File: config.mk
export PLATFORM = sky130hd
export DESIGN_NAME = keypad_scanner
export DESIGN_NICKNAME = d
export VERILOG_FILES = /design/src/rtl/keypad_scanner_pkg.sv /design/src/rtl/keypad_scanner_scan_tick.sv /design/src/rtl/keypad_scanner.sv
export SDC_FILE = /design/constraint.sdc
export NUM_CORES = 1
export LEC_CHECK = 0
export ABC_CLOCK_PERIOD_IN_PS = 2500
export CAP_MARGIN = 20
export CORE_MARGIN = 1.5
export CORE_UTILIZATION = 35
export CTS_CLUSTER_DIAMETER = 40
export DETAILED_ROUTE_END_ITERATION = 10
export GPL_ROUTABILITY_DRIVEN = 0
export HOLD_SLACK_MARGIN = 0.12
export PLACE_DENSITY_LB_ADDON = 0.1
export SLEW_MARGIN = 25
export SYNTH_ARGS = -nofsm -noshare
export SYNTH_HDL_FRONTEND = slang
export SYNTH_SLANG_ARGS = --single-unit
File: constraint.sdc
create_clock -name clk -period 2.5 [get_ports clk]
set_input_delay 0.5 -clock clk [delete_from_list [all_inputs] [get_ports clk]]
set_output_delay 0.5 -clock clk [all_outputs]
set_load 0.005 [all_outputs]
File: src/rtl/keypad_scanner_pkg.sv
// Shared definitions for the 4x4 keypad scanner: FSM encoding, idle/reset
// patterns and small bit helpers used by the scanner datapath.
package keypad_scanner_pkg;

  typedef enum logic [1:0] {
    ST_SCAN    = 2'd0,
    ST_CONFIRM = 2'd1,
    ST_HOLD    = 2'd2
  } scan_state_e;

  localparam logic [3:0] COL_RESET  = 4'b1110;
  localparam logic [3:0] ROWS_IDLE  = 4'b1111;
  localparam int         KEY_CODE_W = 4;

  // Index of the lowest-numbered low bit; callers only use it on non-idle inputs.
  function automatic logic [1:0] low_index(input logic [3:0] bits);
    logic [1:0] idx;
    idx = 2'd3;
    for (int i = 3; i >= 0; i--) begin
      if (!bits[i]) idx = 2'(i);
    end
    return idx;
  endfunction

  function automatic logic [3:0] next_col(input logic [3:0] c);
    return {c[2:0], c[3]};
  endfunction

endpackage

File: src/rtl/keypad_scanner_scan_tick.sv
// Free-running divider producing a one-clk tick every CLK_DIV clocks.
// Reusable wherever a slow periodic strobe is needed.
module scan_tick_gen #(
  parameter int CLK_DIV = 100000
) (
  input  logic clk,
  input  logic rst_n,
  output logic tick
);

  localparam int TW = (CLK_DIV > 1) ? $clog2(CLK_DIV) : 1;

  logic [TW-1:0] cnt;

  assign tick = (cnt == TW'(CLK_DIV - 1));

  always_ff @(posedge clk or posedge rst_n) begin
    if (rst_n) begin
      cnt <= '0;
    end else if (tick) begin
      cnt <= '0;
    end else begin
      cnt <= cnt + 1'b1;
    end
  end

endmodule

File: src/rtl/keypad_scanner.sv
// 4x4 active-low keypad scanner: strobes one column per tick, debounces
// press and release, and reports a single-cycle event with the key code.
module keypad_scanner
  import keypad_scanner_pkg::*;
#(
  parameter int CLK_DIV      = 100000,
  parameter int DEBOUNCE_CNT = 4
) (
  input  logic                  clk,
  input  logic                  rst_n,
  input  logic [3:0]            row,
  output logic [3:0]            col,
  output logic [KEY_CODE_W-1:0] key_code,
  output logic                  key_valid,
  output logic                  key_held
);

  localparam int             CNT_W    = $clog2(DEBOUNCE_CNT);
  localparam logic [CNT_W-1:0] DEB_LAST = CNT_W'(DEBOUNCE_CNT - 1);

  logic             tick;
  logic [3:0]       row_p0;
  logic [3:0]       row_p1;
  logic [3:0]       srow;
  scan_state_e      state;
  logic [3:0]       pattern;
  logic [1:0]       row_idx;
  logic [1:0]       col_idx;
  logic [CNT_W-1:0] cnt;
  logic [CNT_W-1:0] rel;

  scan_tick_gen #(
    .CLK_DIV(CLK_DIV)
  ) u_tick (
    .clk  (clk),
    .rst_n(rst_n),
    .tick (tick)
  );

  // Stage p0/p1: two-flop synchroniser on the asynchronous row inputs
  always_ff @(posedge clk or posedge rst_n) begin
    if (rst_n) begin
      row_p0 <= ROWS_IDLE;
      row_p1 <= ROWS_IDLE;
    end else begin
      row_p0 <= row;
      row_p1 <= row_p0;
    end
  end

  assign srow = row_p1;

  // Scan/debounce FSM; acts only on tick cycles, key_valid self-clears
  always_ff @(posedge clk or posedge rst_n) begin
    if (rst_n) begin
      state     <= ST_SCAN;
      col       <= COL_RESET;
      pattern   <= ROWS_IDLE;
      row_idx   <= 2'd0;
      col_idx   <= 2'd0;
      cnt       <= '0;
      rel       <= '0;
      key_code  <= '0;
      key_valid <= 1'b0;
      key_held  <= 1'b0;
    end else begin
      key_valid <= 1'b0;
      if (tick) begin
        case (state)
          ST_SCAN: begin
            if (srow == ROWS_IDLE) begin
              col <= next_col(col);
            end else begin
              pattern <= srow;
              row_idx <= low_index(srow);
              col_idx <= low_index(col);
              cnt     <= CNT_W'(1);
              state   <= ST_CONFIRM;
            end
          end
          ST_CONFIRM: begin
            if (srow != pattern) begin
              col   <= next_col(col);
              state <= ST_SCAN;
            end else if (cnt == DEB_LAST) begin
              key_code  <= {row_idx, col_idx};
              key_valid <= 1'b1;
              key_held  <= 1'b1;
              rel       <= '0;
              state     <= ST_HOLD;
            end else begin
              cnt <= cnt + 1'b1;
            end
          end
          ST_HOLD: begin
            // Any activity on the frozen column restarts the release count
            if (srow != ROWS_IDLE) begin
              rel <= '0;
            end else if (rel == DEB_LAST) begin
              key_held <= 1'b0;
              col      <= next_col(col);
              state    <= ST_SCAN;
            end else begin
              rel <= rel + 1'b1;
            end
          end
          default: begin
            state <= ST_SCAN;
          end
        endcase
      end
    end
  end

endmodule

# ---- After elaboration in Yosys (flattened, before gate mapping)
# Cells that the tools add are included.
# W data, S select, Z words.
dict set report classes {
  addsub 3
  multipliers 0
  div_mod_pow 0
  n_lt_le_gt_ge 0
  eq_ne 18
  shift 0
  n_mux 35
  bitwise 2
  reduce_logical 11
}
# operator count
set ops {}
lappend ops {{$mux W2} 15}
lappend ops {{$add A17 B1 Y17 const B} 1}
lappend ops {{$eq A17 B17 Y1 const B} 1}
lappend ops {{$mux W17} 1}
lappend ops {{$mux W4} 4}
lappend ops {{$ne A2 B2 Y1 const B} 8}
lappend ops {{$reduce_and A5 Y1} 3}
lappend ops {{$pmux W4 S3} 1}
lappend ops {{$reduce_and A6 Y1} 2}
lappend ops {{$mux W1} 10}
lappend ops {{$pmux W2 S2} 2}
lappend ops {{$eq A2 B2 Y1 const B} 3}
lappend ops {{$ne A3 B3 Y1 const B} 2}
lappend ops {{$pmux W2 S3} 1}
lappend ops {{$add A2 B1 Y2 const B} 2}
lappend ops {{$eq A4 B4 Y1 const B} 1}
lappend ops {{$ne A4 B4 Y1} 1}
lappend ops {{$ne A4 B4 Y1 const B} 1}
lappend ops {{$reduce_and A4 Y1} 1}
lappend ops {{$reduce_bool A2 Y1} 2}
lappend ops {{$reduce_and A3 Y1} 1}
lappend ops {{$reduce_bool A3 Y1} 1}
lappend ops {{$eq A2 B1 Y1 const B} 1}
lappend ops {{$logic_not A2 Y1} 1}
lappend ops {{other kinds (2)} 3}
dict set report word_totals {
  reg_bits 49
  latch_bits 0
  ramBits 0
  rom_bits 0
  inputBits 6
  out_inout_bits 10
  elab_cells 82
  memories 0
}

# ---- Logic depth before layout (Yosys ltp)
# Gate-level depths: netlist (run 1).
dict set report logic_depth {
  ltp_word 5
  mapped_depth 7
}

# ---- By module
# Synthesis (run 1) repeated with hierarchy kept, for this count alone.
dict set report unflattened {
  cells_unflattened 185
  area_unflattened_um2 2203.4
}
# module instances cells_each area_per_inst_um2 seq_area_each_um2
set modules_own_cells {}
lappend modules_own_cells {keypad_scanner 1 110 1377.6 819.5}
lappend modules_own_cells {scan_tick_gen 1 75 825.8 425.4}

# ---- Worst setup path after synthesis (run 1)
# Ideal clock, no wire load.
dict set report synth_timing {
  path_type {reg2reg}
  startpoint {reg u_tick.cnt[0]}
  endpoint {reg key_code[0]}
  setup_ps 128
  arrival_ps 1696
  setup_slack_ps 677
  path_stages_with_launch 7
  path_buffers 1
  path_cell_list {dfrtp_1 ha_1 and4_1 and4_1 buf_4 nand4_2 mux2_1}
}
dict set report synth_between {
  elab_chain_len 2
}
# element line_no
set synth_rtl {}
lappend synth_rtl {{start: declaration} keypad_scanner_scan_tick.sv:13} ;# logic [TW-1:0] cnt;
lappend synth_rtl {{start signal: assignment} keypad_scanner_scan_tick.sv:23} ;# cnt <= cnt + 1'b1;
lappend synth_rtl {{$eq A17 B17 Y1} keypad_scanner_scan_tick.sv:15} ;# assign tick = (cnt == TW'(CLK_DIV - 1));
lappend synth_rtl {{$reduce_and A4 Y1 (no source line)} --}
lappend synth_rtl {{end signal: assignment} keypad_scanner.sv:86} ;# key_code <= {row_idx, col_idx};
lappend synth_rtl {{end: declaration} keypad_scanner.sv:13} ;# output logic [KEY_CODE_W-1:0] key_code,
# No other way between the ends.
# A chain may end at the register's enable or synchronous reset.

# ---- Worst setup path after layout (run 1)
dict set report layout_timing {
  startpoint {reg u_tick.cnt[0]}
  endpoint {reg cnt[1]}
}
dict set report layout_between {
  elab_chain_len 2
}
# element line_no
set layout_rtl {}
lappend layout_rtl {{$eq A17 B17 Y1} keypad_scanner_scan_tick.sv:15}
lappend layout_rtl {{$reduce_and A5 Y1 (no source line)} --}
lappend layout_rtl {{end signal: assignment} keypad_scanner.sv:92} ;# cnt <= cnt + 1'b1;
lappend layout_rtl {{end: declaration} keypad_scanner.sv:29} ;# logic [CNT_W-1:0] cnt;
# No other way between the ends.

==> metrics.cfg, run 1 <==
[critical_path]
path_max_fanout = 9
endpoint_kind = flop
crit_required_ns = 2.69
crit_end = cnt[1]$_DFFE_PP0P_
cp.arrival_ns = 2.25
ff2ff_path_depth = 5
timing.rr.end = cnt[1]$_DFFE_PP0P_
r2r_start = u_tick.cnt[0]$_DFF_PP0_
r2r_slack_ns = 0.45
critPathLaunchType = flop
startpoint = u_tick.cnt[0]$_DFF_PP0_
critPathKind = flop to flop

[floorplanning]
rows = 28
core_um2 = 5920
ios = 16
die_area_um2 = 6580
initial_utilization_pct = 36.1
die_h_um = 81.1
die_w_um = 81.1

[detailed_routing]
dr.pass1.iters = 4
avgRoutedWirePerCell_um = 12.8
num_vias = 1388
drt_wl_total_um = 3610
route.detailed.drc = 0
drtAntennaViolNets = 0
viasPerCell = 4.94
drt_iter0_markers = 85

[sta]
finalCritPeriodShare_pct = 82.2
tns_ns = 0
fin_crit_ns = 2.05
hold_viol = 0
finalSetupViolations = 0
max_freq_ghz = 0.487
rsz0062_at_grt = false
holdWs_ns = 0.360
drv_slew = 0
worstMarginPinSlew_ns = 0.579
max-slew-margin-rel_pct = 61.3
skew_ns = 0.00783

[power_and_ir_drop]
pwr_density_cell_nw_per_um2 = 547
leakage_nw = 1.13
irDropWorstVdd_mv = 0.275

[synthesis]
synthCells = 183
yosys_warnings = 0
synth.distinct_cells = 39
syn_area_um2 = 2130
ys_ff_latch = 49
syn_nets = 192
syn_area_per_cell_um2 = 11.7
ys_seq_area_share_pct = 58.3

[clock_network]
insertion_delay_ns = 0.30
htreeDepth = 2
cts_sinks = 49
clockRootBuffer = clkbuf_8
clockBufferDepth = 2
cts_buffers = 5
clkTransAtPathRegs_ns = 0.09
cts_resized = 0
cts_hold_buf = 0
cts_setup_buffers = 0
cts_tree = yes

[status]
status = completed

[cells_and_area]
drive_gt1_share_pct = 16.0
multiInputGateArea_um2 = 848
layout_commonest_cell = dfrtp_1
layout.nets = 214
antenna_cells = 0
seq_area_um2 = 1240
layout_common_cells = 34 x dfrtp_1, 20 x nand2_1, 15 x dfstp_2, 15 x clkdlybuf4s50_1, 13 x nor2_1
syn_to_final_growth_pct = 17.5
nFillCells = 552

[global_route]
antenna_found_initial = 0
grt_pass1_wl_um = 6400
grt-ovfl-total = 0
grt_pass1_vias = 1410
grt_use_total_pct = 12.9
grt_max_degree = 28

[hold_path]
hp-class = flop to flop

[place]
dp_hpwl_um = 2620
io_buffer_count = 15

[job]
cap_violations = 0

## critical path, stage by stage (launching register included)
cell	delay, ns
dfrtp_1	0.40
ha_1	0.24
and4_1	0.30
nand4_1	0.34
or3_1	0.48
a21o_1	0.19
## cells by family (layout without fill, tap and decap cells)
logic type,Yosys count,in the layout,synth area share [%]
AOI/OAI and AO/OA,20,20,5.63
xor gates and xnor gates,17,17,6.98
adders and majority gates,3,3,1.76
buffers and inverters,10,33,1.93
DFF,49,49,58.3
muxes,13,13,6.80
and+or+nand+nor,71,71,18.6
## how the worst min path moves through the flow
stage / from / to / slack [ns] / depth (start not counted)
6_report: row_p0[1]$_DFF_PP1_ / row_p1[1]$_DFF_PP1_ / 0.36 / 0
3_5_place_dp: row_p0[1]$_DFF_PP1_ / row_p1[1]$_DFF_PP1_ / 0.35 / 0
5_1_grt: row_p0[2]$_DFF_PP1_ / row_p1[2]$_DFF_PP1_ / 0.37 / 0
2_1_floorplan: row_p0[0]$_DFF_PP1_ / row_p1[0]$_DFF_PP1_ / 0.35 / 0
4_1_cts: row_p0[1]$_DFF_PP1_ / row_p1[1]$_DFF_PP1_ / 0.36 / 0
3_3_place_gp: row_p0[2]$_DFF_PP1_ / row_p1[2]$_DFF_PP1_ / 0.35 / 0
## flip-flops by register name (all words and copies together) (netlist names)
register    flops
state           2
col             4
pattern         4
key_held        1
rel             2
row_p1          4
row_p0          4
col_idx         2
cnt             2
key_valid       1
row_idx         2
key_code        4
u_tick.cnt     17
## cells in the mapped netlist (all sizes together)
cell     n  share of area, %
a211o    1              0.41
a21o     1              0.35
a21oi    1              0.23
a22o     1              0.41
a22oi    1              0.35
a31oi    1              0.29
and3     3              0.88
and4     3               1.2
and4b    1              0.47
and4bb   1              0.59
buf      1              0.35
clkbuf   2              0.35
dfrtp   34                40
dfstp   15                18
ha       3               1.8
inv      7               1.2
mux2    12               6.3
mux2i    1              0.47
nand2   20               3.5
nand3    8               1.9
nand3b   1              0.35
nand4    7               2.3
nand4b   1              0.41
nor2    13               2.3
nor2b    4               1.2
nor3     4              0.94
nor4     2               1.6
o21a     1              0.35
o21ai   13               3.2
or3      2              0.59
or4      1              0.35
xnor2    6               2.5
xor2    11               4.5
## through the flow
stage                     instances  power, mW  util [%]  setup WS [ns]  instance area (µm²)
final                           281       1.37      42.4          0.445                 2510
after floorplan                 183      0.842         -          0.677                 2130
after global routing            281       1.43      42.4          0.300                 2510
after CTS                       281       1.40      42.4          0.434                 2510
after detailed placement        273      0.862      40.5          0.451                 2400
after global placement          273      0.861      40.5          0.543                 2400
## area by class of cell
type,count,share of cell area [%]
sequential,49,49.7
multi-input combinational,124,33.8
timing repair buffer,18,7.39
clock buffer,6,3.74
tap,75,3.74
inverter,7,1.05
clock inverter,2,0.599
## power breakdown
| group | leakage, nW | internal, mW | switching (mW) |
|---|---|---|---|
| clock | 0.0569 | 0.260 | 0.266 |
| combinational | 0.458 | 0.0134 | 0.0217 |
| sequential | 0.617 | 0.805 | 0.00518 |
| total | 1.13 | 1.08 | 0.293 |
## layer usage
layer / share of wire, % / track usage (%) / wire length (µm) / vias to the layer above
li1: - / - / - / 679
met1: 50 / 16.4 / 1800 / 683
met2: 46 / 20.1 / 1660 / 22
met3: 2.9 / 4.16 / 106 / 4
met4: 1.2 / 5.52 / 42 / 0
met5: 0 / 0 / 0 / -
No activity file was read; power rests on OpenSTA's default activity.
==> inputs of run 2 (changes only) <==
ABC_CLOCK_PERIOD_IN_PS = 2100   (was 2500)
clock period = 2.1 ns   (was 2.5 ns; I/O delays follow)
==> run 2 against run 1 <==
  * Utilization is 0.27 points higher
  * Non-clock buffer count grew 3
  * Clock-buffer cell count is 1 higher
  * Cell count rose by 1.1%
  * Clock skew shrank 0.00057 ns
  * Worst hold slack got worse by 0.0013 ns
  * Critical path type unchanged
  * First-iteration DRC count increased by 21%
  * Final area is 0.65% higher
==> metrics.cfg, run 2 (same netlist as run 1, synthesis figures left out) <==
[clock_network]
cts_sinks = 49
clockBufferDepth = 2
clockRootBuffer = clkbuf_8
insertion_delay_ns = 0.30
cts_resized = 0
clkTransAtPathRegs_ns = 0.09
cts_hold_buf = 0
cts_setup_buffers = 0
htreeDepth = 2
cts_buffers = 5
cts_tree = yes

[global_route]
grtUsageMet1_pct = 17.6
grt_util_met2_pct = 20.1
grt-ovfl-total = 0
grt_max_degree = 50
antenna_found_initial = 0
grt_pass1_wl_um = 6550
grt-busiest-layer = met2
grt_pass1_vias = 1420
globalRouteMet3Util_pct = 3.71
grt_use_total_pct = 13.2

[floorplanning]
ios = 16
core_um2 = 5920
rows = 28
initial_utilization_pct = 36.1
die_area_um2 = 6580
die_w_um = 81.1
die_h_um = 81.1

[cells_and_area]
nFillCells = 555
regMostFlops = u_tick.cnt
antenna_cells = 0
fin_cells = 284
seq_area_um2 = 1240
drive_gt1_share_pct = 16.7
largest_reg_flops = 17
layout_commonest_cell = dfrtp_1
syn_to_final_growth_pct = 18.2
multiInputGateArea_um2 = 848
layout_common_cells = 34 x dfrtp_1, 20 x nand2_1, 15 x dfstp_2, 15 x clkdlybuf4s50_1, 13 x nor2_1
layout.nets = 217

[job]
cap_violations = 0

[power_and_ir_drop]
pwr-share-comb_pct = 2.6
p_int_mw = 1.28
clkPwrFrac_pct = 37.4
leakage_nw = 1.14
power.switching_mw = 0.328
pwr_density_cell_nw_per_um2 = 637
irDropWorstVdd_mv = 0.334
switching_share_pct = 20.4
pwr-share-seq_pct = 60.0

[detailed_routing]
drt_iter0_markers = 103
drtAntennaViolNets = 0
drt_wl_total_um = 3620
viasPerCell = 4.98
avgRoutedWirePerCell_um = 12.7
dr.pass1.iters = 4
route.detailed.drc = 0
num_vias = 1415

[critical_path]
slowest_delay_ns = 0.58
crit_required_ns = 2.29
critPathKind = flop to flop
endpoint_kind = flop
path_max_fanout = 6
crit_chain = xor2_1 -> nor4_4 -> nor2b_1 -> o21ai_2 -> mux2_1
critPathLaunchType = flop
cp.arrival_ns = 2.12
cpMaxStageDelayCell = dfstp_2

[sta]
worstMarginPinSlew_ns = 0.539
fin_crit_ns = 1.93
max_freq_ghz = 0.519
skew_ns = 0.00726
hold_viol = 0
finalCritPeriodShare_pct = 91.8
drv_slew = 0
tns_ns = 0
rsz0062_at_grt = false
max-slew-margin-rel_pct = 63.8
finalSetupViolations = 0

[place]
dp_hpwl_um = 2590
dp.cells = 276
io_buffer_count = 15

[status]
status = completed

[hold_path]
hp-class = flop to flop

==> run 2: changes by cell type in the layout (fill, tap and decap cells not counted), sizes merged <==
cell and change:
inv -1, buf +3, clkbuf +1
==> run 2: final timing paths <==
kind / slack [ns] / start / to / depth (start not counted)
worst max-delay path: 0.17 / row_p1[1]$_DFF_PP1_ / col[0]$_DFFE_PP0P_ / 5
worst min-delay path: 0.36 / row_p0[2]$_DFF_PP1_ / row_p1[2]$_DFF_PP1_ / 0
worst max register to register: 0.17 / row_p1[1]$_DFF_PP1_ / col[0]$_DFFE_PP0P_ / 5
worst min register to register: 0.36 / row_p0[2]$_DFF_PP1_ / row_p1[2]$_DFF_PP1_ / 0
max in group asynchronous: 1.36 / rst_n / pattern[0]$_DFFE_PP1P_ / 3
min in group asynchronous: 0.46 / rst_n / key_code[2]$_DFFE_PP0P_ / 3
==> run 2: through the flow <==
stage / hold WS (ns) / instance area, µm² / util (%) / power [mW] / worst slack [ns]
final: 0.358 / 2520 / 42.6 / 1.61 / 0.173
after CTS: 0.360 / 2520 / 42.6 / 1.64 / 0.149
after detailed placement: 0.347 / 2420 / 40.9 / 1.03 / 0.155
after floorplan: 0.345 / 2130 / - / 1.00 / 0.277
after global placement: 0.345 / 2420 / 40.9 / 1.02 / 0.188
after global routing: 0.366 / 2520 / 42.6 / 1.70 / 0.00816
==> run 2: power groups by stage <==
stage	Combinational, mW	Sequential (mW)	Clock, mW
2_1_floorplan	0.0230	0.980	0
3_3_place_gp	0.0430	0.981	0
3_5_place_dp	0.0442	0.982	0
4_1_cts	0.0443	0.964	0.634
5_1_grt	0.0489	0.966	0.685
6_report	0.0418	0.964	0.601
==> run 2: worst max-delay path, delay by kind of cell, from the launching register on <==
| family | cells | cell delay, ns |
|---|---|---|
| DFF | 1 | 0.58 |
| muxes | 1 | 0.34 |
| xor gates and xnor gates | 1 | 0.11 |
| AOI/OAI and AO/OA | 1 | 0.26 |
| and+or+nand+nor | 2 | 0.53 |
==> run 2: final cells by class <==
class | count | share of cell area, %
Sequential cell | 49 | 49.3
Clock inverter | 1 | 0.198
Inverter | 7 | 1.04
Clock buffer | 7 | 3.87
Timing Repair Buffer | 21 | 8.23
Multi-Input combinational cell | 124 | 33.6
Tap cell | 75 | 3.72
==> run 2: layer usage <==
metal / routed length [µm] / vias up / part of all wire (%)
li1: - / 690 / -
met1: 1740 / 696 / 48
met2: 1690 / 22 / 47
met3: 121 / 7 / 3.3
met4: 65 / 0 / 1.8
met5: 0 / - / 0
